$ cat src/rtl/mac_dot_pipe.sv
// mac_dot_pipe: pipelined signed fixed-point dot-product engine.
// Elements stream in through a valid/ready handshake. Each one runs through
// three stages: operand register, full-width product, accumulate. A vector
// closes on in_last or on its LEN-th element. The accumulated sum is then
// scaled back to the input Q format and held until the consumer takes it.
// Optional build macro: MAC_DOT_SATURATE_EN clamps the result on overflow.
// Without it, the result wraps around to DATA_W bits.
module mac_dot_pipe #(
   parameter int DATA_W = 16,
   parameter int FRAC_W = 9,
   parameter int ACC_W  = 40,
   parameter int LEN    = 8
) (
   input  logic                       clk,
   input  logic                       reset,
   input  logic                       in_valid,
   output logic                       in_ready,
   input  logic [DATA_W-1:0]          a,
   input  logic [DATA_W-1:0]          b,
   input  logic                       in_last,
   output logic                       out_valid,
   input  logic                       out_ready,
   output logic [DATA_W-1:0]          result,
   output logic                       overflow,
   output logic [$clog2(LEN+1)-1:0]   count
);

   localparam int CNT_W = $clog2(LEN+1);
   localparam int PROD_W = 2*DATA_W;
   localparam logic [CNT_W-1:0] LAST_IDX = CNT_W'(LEN-1);

   typedef enum logic [1:0] {ACCUM, DRAIN, HOLD} state_t;

   state_t state, next_state;

   logic                     accept;
   logic                     vec_end;
   logic                     drain_done;
   logic                     handshake;
   logic [1:0]               drain_cnt;
   logic [CNT_W-1:0]         elem_cnt;

   logic                     v1, v2;
   logic signed [DATA_W-1:0] a_r, b_r;
   logic signed [PROD_W-1:0] a_ext, b_ext;
   logic signed [PROD_W-1:0] prod_r;
   logic signed [ACC_W-1:0]  acc;

   logic signed [ACC_W-1:0]  scaled;
   logic [ACC_W-DATA_W:0]    sign_bits;
   logic                     ovf_next;
   logic [DATA_W-1:0]        res_next;

   // State register.
   always_ff @(posedge clk) begin
      if (reset)
         state <= ACCUM;
      else
         state <= next_state;
   end

   // Next state: leave ACCUM when the vector closes, spend three cycles in DRAIN,
   // and wait in HOLD until the consumer takes the result.
   always_comb begin
      next_state = state;
      case (state)
         ACCUM:   if (vec_end)    next_state = DRAIN;
         DRAIN:   if (drain_done) next_state = HOLD;
         HOLD:    if (handshake)  next_state = ACCUM;
         default:                 next_state = ACCUM;
      endcase
   end

   // FSM outputs and the handshake qualifiers derived from the state.
   always_comb begin
      in_ready   = (state == ACCUM) && !reset;
      accept     = in_valid && in_ready;
      vec_end    = accept && (in_last || (elem_cnt == LAST_IDX));
      drain_done = (state == DRAIN) && (drain_cnt == 2'd2);
      handshake  = out_valid && out_ready;
   end

   // DRAIN lasts exactly three cycles, which lets the last element pass through S2 and S3.
   always_ff @(posedge clk) begin
      if (reset || (state != DRAIN))
         drain_cnt <= 2'd0;
      else
         drain_cnt <= drain_cnt + 2'd1;
   end

   // Count the accepted elements of the current vector.
   always_ff @(posedge clk) begin
      if (reset || handshake)
         elem_cnt <= '0;
      else if (accept)
         elem_cnt <= elem_cnt + 1'b1;
   end

   // Sign-extend the operands so the product is computed at full 2*DATA_W width.
   always_comb begin
      a_ext = {{DATA_W{a_r[DATA_W-1]}}, a_r};
      b_ext = {{DATA_W{b_r[DATA_W-1]}}, b_r};
   end

   // Three-stage datapath: register the operands, the product, then accumulate.
   always_ff @(posedge clk) begin
      if (reset || handshake) begin
         v1     <= 1'b0;
         v2     <= 1'b0;
         a_r    <= '0;
         b_r    <= '0;
         prod_r <= '0;
         acc    <= '0;
      end else begin
         v1 <= accept;
         v2 <= v1;
         if (accept) begin
            a_r <= a;
            b_r <= b;
         end
         if (v1)
            prod_r <= a_ext * b_ext;
         if (v2)
            acc <= acc + {{(ACC_W-PROD_W){prod_r[PROD_W-1]}}, prod_r};
      end
   end

   // Scale back to the input format with a flooring shift. Detect an overflow when the
   // bits above the result are not a plain sign extension, and choose wrap or clamp.
   always_comb begin
      scaled    = acc >>> FRAC_W;
      sign_bits = scaled[ACC_W-1:DATA_W-1];
      ovf_next  = !((&sign_bits) || !(|sign_bits));
`ifdef MAC_DOT_SATURATE_EN
      if (ovf_next)
         res_next = scaled[ACC_W-1] ? {1'b1, {(DATA_W-1){1'b0}}}
                                    : {1'b0, {(DATA_W-1){1'b1}}};
      else
         res_next = scaled[DATA_W-1:0];
`else
      res_next = scaled[DATA_W-1:0];
`endif
   end

   // Output register: load on the last DRAIN edge and hold until the handshake.
   always_ff @(posedge clk) begin
      if (reset) begin
         out_valid <= 1'b0;
         result    <= '0;
         overflow  <= 1'b0;
         count     <= '0;
      end else if (drain_done) begin
         out_valid <= 1'b1;
         result    <= res_next;
         overflow  <= ovf_next;
         count     <= elem_cnt;
      end else if (handshake) begin
         out_valid <= 1'b0;
      end
   end

endmodule

$ cat config.mk
export PLATFORM = sky130hd
export DESIGN_NAME = mac_dot_pipe
export DESIGN_NICKNAME = d
export VERILOG_FILES = /design/src/rtl/mac_dot_pipe.sv
export SDC_FILE = /design/constraint.sdc
export NUM_CORES = 1
export LEC_CHECK = 0
export CORE_AREA = 2 2 224 226
export CTS_CLUSTER_SIZE = 25
export DETAILED_ROUTE_END_ITERATION = 8
export DIE_AREA = 0 0 226 228
export PLACE_DENSITY = 0.58
export SYNTH_ARGS = -nofsm -noshare
export SYNTH_HDL_FRONTEND = slang
export SYNTH_SLANG_ARGS = --single-unit
$ cat constraint.sdc
create_clock -name clk -period 7.55 [get_ports clk]
set_input_delay 0.755 -clock clk [delete_from_list [all_inputs] [get_ports clk]]
set_output_delay 0.755 -clock clk [all_outputs]
set_load 0.005 [all_outputs]
==> results.sh <==
export IMPL_root_buffer="clkbuf_16"
export IMPL_grt_max_degree=93
export IMPL_routed_via_density=4.92
export IMPL_r2r_slack_ns=0.90
export IMPL_initial_core_util_pct=34.6
export IMPL_rsz0062_at_grt="no"
export IMPL_n_fill_cell=5012
export IMPL_start_kind="register"
export IMPL_synthFlopType="dfxtp_1"
export IMPL_r2r_cells=18
export IMPL_r2r_start="b_r[1]$_SDFFE_PP0P_"
export IMPL_rows=82
export IMPL_yosysWarnings=0
export IMPL_cp_data_required_time_ns=7.90
export IMPL_cp_startpoint="b_r[1]$_SDFFE_PP0P_"
export IMPL_maxSlewHeadroom_pct=24.9
export IMPL_first_iter_violations=776
export IMPL_hold_path_class="register to register"
export IMPL_synth_area_sq_um=17100
export IMPL_combPwrFrac_pct=16.0
export IMPL_syn_area_per_cell_sq_um=8.65
export IMPL_report_final_slew_viol_count=0
export IMPL_wl_met2_um=21000
export IMPL_syn_nets=2394
export IMPL_synth_adder_area_share_pct=39.9
export IMPL_p_leak_nw=8.83
export IMPL_ys_ff_latch=136
export IMPL_hold_slack_ns=0.414
export IMPL_first_pass_iters=5
export IMPL_die_area_sq_um=51500
export IMPL_grt_overflow_total=0
export IMPL_wl_met1_um=18200
export IMPL_routed_wl_um=41200
export IMPL_post_cts_buffers=0
export IMPL_gp_congestion=0.846
export IMPL_synth_xor_xnor_area_share_pct=3.29
export IMPL_ir_worst_vdd_uv=115
export IMPL_fin_skew_ns=0.0120
export IMPL_core_area_sq_um=49300
export IMPL_clk_path_buf_depth=2
export IMPL_fin_util_pct=38.2
export IMPL_cts_tree="yes"
export IMPL_die_y_um=228
export IMPL_intPower_mw=1.35
export IMPL_n_antenna_cell=0
export IMPL_p_switching_mw=0.612
export IMPL_htreeDepth=4
export IMPL_finalHoldViolations=0
export IMPL_critPathKind="register to register"
export IMPL_syn2layout_area_growth_pct=10.5
export IMPL_synthCells=1971
export IMPL_critPathMaxFanout=17
export IMPL_fin_crit_ns=6.65
export IMPL_wl_per_cell_um=15.5
export IMPL_synth_compound_area_share_pct=11.1
export IMPL_final_nets=2400
export IMPL_max_freq_mhz=150
export IMPL_p_seq_share_pct=40.4
export IMPL_antenna_found_initial=0
export IMPL_synth_top_family_by_area="adder cells"
export IMPL_dpl_hpwl_um=33000
export IMPL_cts_sink_count=136
export IMPL_ys_seq_area_share_pct=16.0
export IMPL_grtUsageTotal_pct=17.0
export IMPL_synth_area_mux_share_pct=2.59
export IMPL_tns_ns=0
export IMPL_maxUsedRoutingLayer="met4"
export IMPL_drive_gt1_share_pct=3.37
export IMPL_async_flop_share_pct=0
export IMPL_ant_nets=0
export IMPL_finalCritPeriodShare_pct=88.1
export IMPL_grt_pass1_vias=14200
export IMPL_worst_pin_slew_ns=1.13
export IMPL_wl_met3_um=1100
export IMPL_port_buffer_count=59
export IMPL_numCtsBuffers=17
export IMPL_final_setup_viol_count=0
export IMPL_cts_resized=0
export IMPL_switching_share_pct=31.3
export IMPL_reg2reg_to="prod_r[31]$_SDFFE_PP0P_"
export IMPL_grt_pass1_wl_um=70300
export IMPL_ctsHoldBuffers=0
export IMPL_synth_simple_area_share_pct=18.0
export IMPL_endpoint_kind="register"
export IMPL_drv_cap=0
export IMPL_synth_edf_count=0
export IMPL_p_per_area_nw_per_um2=104
export IMPL_crit_arrival_ns=7.00
export IMPL_status="completed"
export IMPL_clkSlewWorstSetupHoldPaths_ns=0.07
export IMPL_io_pins=60
export IMPL_insertion_delay_ns=0.46
export IMPL_worstSetupEndpoint="prod_r[31]$_SDFFE_PP0P_"
export IMPL_ys_types=71
export IMPL_vias=13100
export IMPL_p_clk_share_pct=43.6
export IMPL_die_w_um=226
export IMPL_drt_drc_violations_left=0
==> per-stage QoR <==
| stage | power [mW] | worst slack [ns] | area (sq um) | std cells |
|---|---|---|---|---|
| 2_1_floorplan | 1.01 | 1.72 | 17100 | 1971 |
| 3_3_place_gp | 1.12 | 1.12 | 18300 | 2630 |
| 3_5_place_dp | 1.12 | 0.984 | 18300 | 2630 |
| 4_1_cts | 1.98 | 0.962 | 18800 | 2662 |
| 5_1_grt | 2.05 | 0.504 | 18800 | 2662 |
| 6_report | 1.96 | 0.899 | 18800 | 2662 |
==> power by group through the flow <==
stage	Sequential (mW)	Clock, mW	Combinational, mW
3_3_place_gp	0.804	0	0.314
5_1_grt	0.795	0.902	0.357
4_1_cts	0.790	0.873	0.320
6_report	0.790	0.853	0.314
3_5_place_dp	0.806	0	0.318
2_1_floorplan	0.765	0	0.245
==> final cells by class <==
| class | instances | area [sq um] | area share, % |
|---|---|---|---|
| Sequential cell | 136 | 2730 | 14.5 |
| Inverter | 337 | 1260 | 6.71 |
| Clock inverter | 14 | 151 | 0.803 |
| Multi-Input combinational cell | 1418 | 12800 | 67.8 |
| Timing Repair Buffer | 67 | 651 | 3.45 |
| Tap cell | 672 | 841 | 4.46 |
| Clock buffer | 18 | 439 | 2.33 |
==> layer usage <==
layer	track usage, %	vias up
li1	-	6248
met1	21.3	6611
met2	30.2	196
met3	2.19	52
met4	5.30	0
met5	0	-
==> how the worst min path moves through the flow <==
stage | start | end | depth (start not counted)
CTS | drain_cnt[0]$_SDFF_PP0_ | drain_cnt[0]$_SDFF_PP0_ | 1
global route | drain_cnt[0]$_SDFF_PP0_ | drain_cnt[0]$_SDFF_PP0_ | 1
finish | drain_cnt[0]$_SDFF_PP0_ | drain_cnt[0]$_SDFF_PP0_ | 1
detailed placement | drain_cnt[0]$_SDFF_PP0_ | drain_cnt[0]$_SDFF_PP0_ | 1
floorplan | drain_cnt[0]$_SDFF_PP0_ | drain_cnt[0]$_SDFF_PP0_ | 1
global placement | drain_cnt[0]$_SDFF_PP0_ | drain_cnt[0]$_SDFF_PP0_ | 1
==> kinds of logic after synthesis <==
group,count (synthesis)
AO/OA/AOI/OAI,290
XOR/XNOR,64
adder cells (fa/ha/maj),386
buffers and inverters,417
flip-flops,136
multiplexers,44
AND/OR/NAND/NOR,634
==> cells in the final DEF (no fill, tap or decap), drive strengths merged, types with 10 or more instances in the layout <==
cell	count
inv	345
nand2	267
fa	263
dfxtp	136
and2	130
a21oi	126
ha	123
nor2	107
clkdlybuf4s50	59
mux2i	43
xnor2	42
o21ai	40
a21o	37
nand3	23
xor2	22
nand4	19
clkbuf	18
nand2b	16
nand3b	15
nor3	12
o21bai	11
a31oi	11
a211oi	11
o21a	10
==> critical path: stages, from the launching register on <==
cell     delay, ns
dfxtp_1       0.71
nand2_1       0.19
inv_1         0.16
fa_1          0.53
fa_1          0.82
inv_1         0.12
fa_1          0.50
fa_1          0.57
fa_1          0.43
fa_1          0.49
inv_1         0.04
ha_1          0.37
and3_1        0.25
nand2_1       0.12
o31ai_1       0.59
o31ai_1       0.20
o21ai_1       0.20
mux2i_1       0.19
nand2_1       0.05
==> registers in the layout, indices dropped and copies added (netlist names) <==
name       flops
overflow       1
elem_cnt       4
prod_r        32
count          4
out_valid      1
a_r           16
v1             1
drain_cnt      2
b_r           16
v2             1
result        16
state          2
acc           40
==> cells in the mapped netlist (9+ instances only) <==
library cell / instances / share of area (%)
nand3b_1: 15 / 0.66
clkbuf_1: 75 / 1.7
dfxtp_1: 136 / 16
a21o_1: 37 / 1.6
a31oi_1: 11 / 0.40
nand3_1: 23 / 0.67
xor2_1: 22 / 1.1
o21a_1: 10 / 0.44
o21ai_0: 22 / 0.65
nor2_1: 106 / 2.3
ha_1: 123 / 9.0
nand2b_1: 16 / 0.59
mux2i_1: 43 / 2.5
and2_1: 130 / 4.8
nand2_1: 267 / 5.9
fa_1: 263 / 31
xnor2_1: 42 / 2.2
inv_1: 336 / 7.4
o21ai_1: 18 / 0.53
o21bai_1: 11 / 0.48
a21oi_1: 123 / 3.6
a211oi_1: 9 / 0.40
nand4_1: 18 / 0.66
nor3_1: 11 / 0.32
Note: power is estimated with default switching activity, not from simulation.
